==> src/rtl/rect_fill_writer_if.sv <==
// Bus between an upstream command source and the rectangle fill writer.
// Command handshake: a command (i_x0..i_colour) transfers on a rising edge
// where i_cmd_valid and o_cmd_ready are both high. The source may hold
// i_cmd_valid high for as long as it likes; fields are only sampled on that edge.
// The write side is a plain strobe: o_write_addr/o_data are meaningful only
// while o_write is high, and they hold their last values otherwise.
interface rect_fill_writer_if #(
  parameter int ADDR_WIDTH  = 17,
  parameter int DATA_WIDTH  = 8,
  parameter int COORD_WIDTH = 9
);
  logic                   i_cmd_valid;
  logic                   o_cmd_ready;
  logic [COORD_WIDTH-1:0] i_x0;
  logic [COORD_WIDTH-1:0] i_x1;
  logic [COORD_WIDTH-1:0] i_y0;
  logic [COORD_WIDTH-1:0] i_y1;
  logic [DATA_WIDTH-1:0]  i_colour;
  logic                   i_pause;
  logic                   o_write;
  logic [ADDR_WIDTH-1:0]  o_write_addr;
  logic [DATA_WIDTH-1:0]  o_data;
  logic                   o_busy;
  logic                   o_done;

  // Command source / SRAM side
  modport master (
    output i_cmd_valid, i_x0, i_x1, i_y0, i_y1, i_colour, i_pause,
    input  o_cmd_ready, o_write, o_write_addr, o_data, o_busy, o_done
  );

  // Fill writer side
  modport slave (
    input  i_cmd_valid, i_x0, i_x1, i_y0, i_y1, i_colour, i_pause,
    output o_cmd_ready, o_write, o_write_addr, o_data, o_busy, o_done
  );
endinterface

==> src/rtl/rect_fill_writer.sv <==
// Rectangle fill writer: accepts one fill command, clips it to the screen and
// sweeps the clipped area in raster order, issuing one SRAM pixel write per
// unpaused cycle. All outputs are registered.
module rect_fill_writer #(
  parameter int ADDR_WIDTH    = 17,
  parameter int DATA_WIDTH    = 8,
  parameter int COORD_WIDTH   = 9,
  parameter int SCREEN_WIDTH  = 320,
  parameter int SCREEN_HEIGHT = 240
) (
  input  logic               i_clk,
  input  logic               i_rst_n,
  rect_fill_writer_if.slave  bus,
  output logic [1:0]         o_state_dbg
);

  typedef enum logic [1:0] {
    S_IDLE  = 2'd0,
    S_SETUP = 2'd1,
    S_FILL  = 2'd2,
    S_DONE  = 2'd3
  } state_t;

  state_t                 state_q;
  logic [COORD_WIDTH-1:0] cx0_q, cx1_q, cy0_q, cy1_q;
  logic [DATA_WIDTH-1:0]  colour_q;
  logic [COORD_WIDTH-1:0] xmin_q, xmax_q, ymax_q;
  logic [COORD_WIDTH-1:0] x_q, y_q;
  logic [ADDR_WIDTH-1:0]  row_base_q;
  logic                   write_q;
  logic [ADDR_WIDTH-1:0]  addr_q;
  logic [DATA_WIDTH-1:0]  data_q;
  logic                   done_q;
  logic                   ready_q;
  logic                   busy_q;

  logic [COORD_WIDTH-1:0] xmin_d, xmax_d, ymin_d, ymax_d;
  logic [COORD_WIDTH-1:0] xmax_raw, ymax_raw;
  logic [ADDR_WIDTH-1:0]  row_base_d;
  logic                   offscreen_d;

  // Corner ordering, off-screen detection and clamping, used in SETUP
  always_comb begin
    xmin_d      = (cx0_q < cx1_q) ? cx0_q : cx1_q;
    xmax_raw    = (cx0_q < cx1_q) ? cx1_q : cx0_q;
    ymin_d      = (cy0_q < cy1_q) ? cy0_q : cy1_q;
    ymax_raw    = (cy0_q < cy1_q) ? cy1_q : cy0_q;
    offscreen_d = (int'(xmin_d) >= SCREEN_WIDTH) || (int'(ymin_d) >= SCREEN_HEIGHT);
    xmax_d      = (int'(xmax_raw) > SCREEN_WIDTH - 1) ?
                  COORD_WIDTH'(SCREEN_WIDTH - 1) : xmax_raw;
    ymax_d      = (int'(ymax_raw) > SCREEN_HEIGHT - 1) ?
                  COORD_WIDTH'(SCREEN_HEIGHT - 1) : ymax_raw;
    row_base_d  = ADDR_WIDTH'(ymin_d) * ADDR_WIDTH'(SCREEN_WIDTH);
  end

  // Control FSM with registered write, handshake and status outputs
  always_ff @(posedge i_clk or negedge i_rst_n) begin
    if (!i_rst_n) begin
      state_q    <= S_IDLE;
      cx0_q      <= '0;
      cx1_q      <= '0;
      cy0_q      <= '0;
      cy1_q      <= '0;
      colour_q   <= '0;
      xmin_q     <= '0;
      xmax_q     <= '0;
      ymax_q     <= '0;
      x_q        <= '0;
      y_q        <= '0;
      row_base_q <= '0;
      write_q    <= 1'b0;
      addr_q     <= '0;
      data_q     <= '0;
      done_q     <= 1'b0;
      ready_q    <= 1'b1;
      busy_q     <= 1'b0;
    end else begin
      write_q <= 1'b0;
      done_q  <= 1'b0;
      unique case (state_q)
        S_IDLE: begin
          if (bus.i_cmd_valid) begin
            cx0_q    <= bus.i_x0;
            cx1_q    <= bus.i_x1;
            cy0_q    <= bus.i_y0;
            cy1_q    <= bus.i_y1;
            colour_q <= bus.i_colour;
            ready_q  <= 1'b0;
            busy_q   <= 1'b1;
            state_q  <= S_SETUP;
          end
        end
        S_SETUP: begin
          xmin_q     <= xmin_d;
          xmax_q     <= xmax_d;
          ymax_q     <= ymax_d;
          x_q        <= xmin_d;
          y_q        <= ymin_d;
          row_base_q <= row_base_d;
          state_q    <= offscreen_d ? S_DONE : S_FILL;
        end
        S_FILL: begin
          // A paused cycle issues nothing and leaves the sweep position alone
          if (!bus.i_pause) begin
            write_q <= 1'b1;
            addr_q  <= row_base_q + ADDR_WIDTH'(x_q);
            data_q  <= colour_q;
            if (x_q == xmax_q) begin
              if (y_q == ymax_q) begin
                state_q <= S_DONE;
              end else begin
                x_q        <= xmin_q;
                y_q        <= y_q + COORD_WIDTH'(1);
                row_base_q <= row_base_q + ADDR_WIDTH'(SCREEN_WIDTH);
              end
            end else begin
              x_q <= x_q + COORD_WIDTH'(1);
            end
          end
        end
        S_DONE: begin
          done_q  <= 1'b1;
          ready_q <= 1'b1;
          busy_q  <= 1'b0;
          state_q <= S_IDLE;
        end
        default: state_q <= S_IDLE;
      endcase
    end
  end

  assign bus.o_cmd_ready  = ready_q;
  assign bus.o_write      = write_q;
  assign bus.o_write_addr = addr_q;
  assign bus.o_data       = data_q;
  assign bus.o_busy       = busy_q;
  assign bus.o_done       = done_q;
  assign o_state_dbg      = state_q;

endmodule
==> src/flat_wrapper.sv <==
// flat-port wrapper written by rule: the top's interface ports become plain ports
module rect_fill_writer_flat 
#(
  parameter int ADDR_WIDTH    = 17,
  parameter int DATA_WIDTH    = 8,
  parameter int COORD_WIDTH   = 9,
  parameter int SCREEN_WIDTH  = 320,
  parameter int SCREEN_HEIGHT = 240
)
  (i_clk, i_rst_n, o_state_dbg, bus_i_cmd_valid, bus_i_x0, bus_i_x1, bus_i_y0, bus_i_y1, bus_i_colour, bus_i_pause, bus_o_cmd_ready, bus_o_write, bus_o_write_addr, bus_o_data, bus_o_busy, bus_o_done);
  rect_fill_writer_if #(.ADDR_WIDTH(ADDR_WIDTH), .DATA_WIDTH(DATA_WIDTH), .COORD_WIDTH(COORD_WIDTH)) bus_i ();
  input  logic i_clk;
  input  logic i_rst_n;
  output logic [1:0] o_state_dbg;
  input wire logic [$bits(bus_i.i_cmd_valid)-1:0] bus_i_cmd_valid;
  input wire logic [$bits(bus_i.i_x0)-1:0] bus_i_x0;
  input wire logic [$bits(bus_i.i_x1)-1:0] bus_i_x1;
  input wire logic [$bits(bus_i.i_y0)-1:0] bus_i_y0;
  input wire logic [$bits(bus_i.i_y1)-1:0] bus_i_y1;
  input wire logic [$bits(bus_i.i_colour)-1:0] bus_i_colour;
  input wire logic [$bits(bus_i.i_pause)-1:0] bus_i_pause;
  output wire logic [$bits(bus_i.o_cmd_ready)-1:0] bus_o_cmd_ready;
  output wire logic [$bits(bus_i.o_write)-1:0] bus_o_write;
  output wire logic [$bits(bus_i.o_write_addr)-1:0] bus_o_write_addr;
  output wire logic [$bits(bus_i.o_data)-1:0] bus_o_data;
  output wire logic [$bits(bus_i.o_busy)-1:0] bus_o_busy;
  output wire logic [$bits(bus_i.o_done)-1:0] bus_o_done;
  assign bus_i.i_cmd_valid = bus_i_cmd_valid;
  assign bus_i.i_x0 = bus_i_x0;
  assign bus_i.i_x1 = bus_i_x1;
  assign bus_i.i_y0 = bus_i_y0;
  assign bus_i.i_y1 = bus_i_y1;
  assign bus_i.i_colour = bus_i_colour;
  assign bus_i.i_pause = bus_i_pause;
  assign bus_o_cmd_ready = bus_i.o_cmd_ready;
  assign bus_o_write = bus_i.o_write;
  assign bus_o_write_addr = bus_i.o_write_addr;
  assign bus_o_data = bus_i.o_data;
  assign bus_o_busy = bus_i.o_busy;
  assign bus_o_done = bus_i.o_done;
  rect_fill_writer #(.ADDR_WIDTH(ADDR_WIDTH), .DATA_WIDTH(DATA_WIDTH), .COORD_WIDTH(COORD_WIDTH), .SCREEN_WIDTH(SCREEN_WIDTH), .SCREEN_HEIGHT(SCREEN_HEIGHT)) u_core (.i_clk(i_clk), .i_rst_n(i_rst_n), .bus(bus_i), .o_state_dbg(o_state_dbg));
endmodule
==> config.mk <==
export PLATFORM = sky130hd
export DESIGN_NAME = rect_fill_writer_flat
export DESIGN_NICKNAME = d
export VERILOG_FILES = /design/src/rtl/rect_fill_writer_if.sv /design/src/rtl/rect_fill_writer.sv /design/src/flat_wrapper.sv
export SDC_FILE = /design/constraint.sdc
export NUM_CORES = 1
export LEC_CHECK = 0
export CORE_MARGIN = 2
export CORE_UTILIZATION = 28
export CTS_BUF_LIST = sky130_fd_sc_hd__clkbuf_2
export DETAILED_ROUTE_END_ITERATION = 8
export DONT_BUFFER_PORTS = 1
export SYNTH_ARGS = -nofsm -noshare
export SYNTH_HDL_FRONTEND = slang
export SYNTH_SLANG_ARGS = --single-unit
export TNS_END_PERCENT = 30
==> constraint.sdc <==
create_clock -name i_clk -period 8.6 [get_ports i_clk]
set_input_delay 1.72 -clock i_clk [delete_from_list [all_inputs] [get_ports i_clk]]
set_output_delay 1.72 -clock i_clk [all_outputs]
set_load 0.01 [all_outputs]
==> flow_metrics.env <==
export IMPL_crit_arrival_ps=5160
export IMPL_yosysTopAreaCellShare=0.435
export IMPL_slew_viol_final=0
export IMPL_ys_ff_latch=131
export IMPL_rsz0062_at_grt="false"
export IMPL_start_util=0.286
export IMPL_finalWorstSetupSlack_ps=4040
export IMPL_synth_area_um2=7470
export IMPL_cpMostUsedCell="ha_1"
export IMPL_fp_coreArea_um2=26100
export IMPL_cts_buffers=17
export IMPL_avgSynthCellArea_um2=9.72
export IMPL_drt_iter0_markers=440
export IMPL_overflow=0
export IMPL_die_y_um=167
export IMPL_num_vias=5572
export IMPL_antenna_found_initial=1
export IMPL_timing_setup_tns_ps=0
export IMPL_synth_area_leader_cell="dfrtp_1"
export IMPL_grt_max_degree=132
export IMPL_ys_top_cells_by_count="dfrtp_1 (130), nand2_1 (83), nor2_1 (64)"
export IMPL_postRouteAntennaNets=0
export IMPL_die_area_um2=28000
export IMPL_crit_type="reg2reg"
export IMPL_io_buffers=0
export IMPL_remaining_drc_errors=12
export IMPL_fmax_mhz=219
export IMPL_cts_sinks=131
export IMPL_cts_hold_buf=0
export IMPL_place_ws_ps=4110
export IMPL_fillers=2776
export IMPL_globalplace_congestion=0.853
export IMPL_rr_startpoint="u_core.cy1_q[4]"
export IMPL_cts_tree="built"
export IMPL_ys_top_cells_by_area="dfrtp_1 (44%), mux2_2 (8.4%), ha_1 (6.4%)"
export IMPL_ys_seq_area_frac=0.439
export IMPL_fin_crit_sh=0.530
export IMPL_yosysMostFrequentCell="dfrtp_1"
export IMPL_area_delta_synth_final_pct=6.91
export IMPL_ys_warn_count=0
export IMPL_outcome="finished with violations"
export IMPL_grt_pass1_wl_mm=29.8
export IMPL_max_slew_margin=0.214
export IMPL_syn_nets=856
export IMPL_slowest_delay_ps=940
export IMPL_drt_wl_total_mm=18.3
export IMPL_cp_required_ps=9210
export IMPL_hold_viol=0
export IMPL_yosysUniqueCellTypes=64
export IMPL_critPathMaxFanout=20
export IMPL_clock_tree_root_cell="clkbuf_2"
export IMPL_detail_route_wl_per_cell_um=16.5
export IMPL_setup_worst_path_start_class="flip-flop"
export IMPL_crit_chain="inv_1, ha_1, a211oi_1, o21ai_0, a21oi_2, mux2_2, ha_1, ha_1, inv_1, fa_1, nor2b_1, o21ai_0, a21boi_0, nor2_1, o22ai_1, a21oi_2"
export IMPL_htreeDepth=4
export IMPL_hold_class="reg2reg"
export IMPL_finalClockSkew_ps=50.2
export IMPL_cp_num_buf_inv=2
export IMPL_holdCritStartpoint="u_core.colour_q[5]"
export IMPL_first_pass_iters=6
export IMPL_final_nets=845
export IMPL_hold_worst_slack_ps=486
export IMPL_clk_pin_slew_ps=220
export IMPL_clk_latency_ps=730
export IMPL_cts_setup_buffers=0
export IMPL_violations="design-rule violations"
export IMPL_worst_slew_pin_slew_ps=1180
export IMPL_crit_path_top_delay_cell="a21oi_2"
export IMPL_cts_path_max_buffers=2
export IMPL_fin_crit_ps=4560
export IMPL_max_cap_violations=0
export IMPL_io_pins=79
export IMPL_synth_ff_type="dfrtp_1"
export IMPL_drive_above_1_share=0.143
export IMPL_path_delay_family="compound AO/OA/AOI/OAI gates"
export IMPL_fin_cells=1108
export IMPL_grt_pass1_vias=5396
export IMPL_netlist_instances=769
export IMPL_grt_total_usage=0.134
export IMPL_setup_viol=0
export IMPL_cts_resized=0
export IMPL_synth_edf_count=0
export IMPL_dp_cells=1074
export IMPL_crit_path_start="u_core.cy1_q[4]"
export IMPL_hpwl_mm=12.9
export IMPL_async_reset_ff_frac=1.00
export IMPL_routed_via_density=5.03
export IMPL_cp_end_kind="flip-flop"
export IMPL_die_x_um=167
export IMPL_placementRows=59
[sequential cells by signal, indices dropped and copies added (netlist names)]
register                 cells
u_core.cx1_q                 9
u_core.bus.o_data            8
u_core.row_base_q           11
u_core.ymax_q                9
u_core.x_q                   9
u_core.cy1_q                 9
u_core.bus.o_done            1
u_core.xmin_q                9
u_core.bus.o_write           1
u_core.o_state_dbg           2
u_core.cx0_q                 9
u_core.bus.o_cmd_ready       1
u_core.cy0_q                 9
u_core.colour_q              8
u_core.bus.o_busy            1
u_core.y_q                   9
u_core.xmax_q                9
u_core.bus.o_write_addr     17
[placed cells by master (no fill, tap or decap), types with 8 or more instances in the layout]
| master | instances |
|---|---|
| dfrtp_1 | 130 |
| nand2_1 | 82 |
| nor2_1 | 64 |
| mux2_2 | 56 |
| o21ai_0 | 54 |
| a21oi_1 | 43 |
| ha_1 | 38 |
| inv_1 | 37 |
| xor2_1 | 21 |
| mux2i_1 | 20 |
| a31oi_1 | 19 |
| clkbuf_2 | 18 |
| xnor2_1 | 17 |
| nand3_1 | 14 |
| o21a_1 | 13 |
| nor3_1 | 11 |
| o22ai_1 | 8 |
[final cells by class]
| cell class | instances | area (um^2) | area share |
|---|---|---|---|
| timing repair buffer | 7 | 52.6 | 0.00658 |
| inverter | 38 | 143 | 0.0179 |
| antenna | 2 | 5.00 | 0.000626 |
| sequential | 131 | 3280 | 0.410 |
| clock inverter | 14 | 130 | 0.0163 |
| multi-input combinational | 563 | 3870 | 0.484 |
| clock buffer | 18 | 90.1 | 0.0113 |
| tap | 335 | 419 | 0.0525 |
[per-layer routing]
| metal | wire length [um] | global-route usage | share of wire |
|---|---|---|---|
| met5 | 0 | 0 | 0 |
| met2 | 7500 | 0.188 | 0.41 |
| met4 | 278 | 0.0408 | 0.015 |
| met3 | 1040 | 0.0364 | 0.057 |
| met1 | 9460 | 0.199 | 0.52 |
[worst register-to-register path, cell delays in order, from the launching register on]
cell,delay (ps)
dfrtp_1,450
inv_1,80
ha_1,300
a211oi_1,200
o21ai_0,150
a21oi_2,940
mux2_2,460
ha_1,300
ha_1,170
inv_1,60
fa_1,400
nor2b_1,120
o21ai_0,90
a21boi_0,340
nor2_1,120
o22ai_1,180
a21oi_2,80
[path summary, 6_finish.rpt]
check	endpoint	slack [ps]	cells after the start
worst min-delay path	u_core.bus.o_data[5]	490	2
worst max register to register	u_core.row_base_q[13]	4040	16
worst max-delay path	u_core.row_base_q[13]	4040	16
max in group asynchronous	u_core.bus.o_cmd_ready	7610	0
min in group asynchronous	u_core.row_base_q[14]	660	0
worst min register to register	u_core.bus.o_data[5]	490	2
[cells by family after synthesis]
kind of cell	synth area share
adder cells (fa/ha/maj)	0.0663
AO/OA/AOI/OAI	0.155
multiplexers	0.111
buffers and inverters	0.0440
XOR/XNOR	0.0445
AND/OR/NAND/NOR	0.140
flip-flops	0.439
[through the flow]
stage / util / area (um^2)
detailed placement: 0.297 / 7760
global placement: 0.297 / 7760
floorplan: - / 7470
finish: 0.306 / 7990
global route: 0.306 / 7990
CTS: 0.306 / 7990
Power is not shown: default switching activity piles up to over one toggle a cycle in this logic, so the estimate is an artifact.
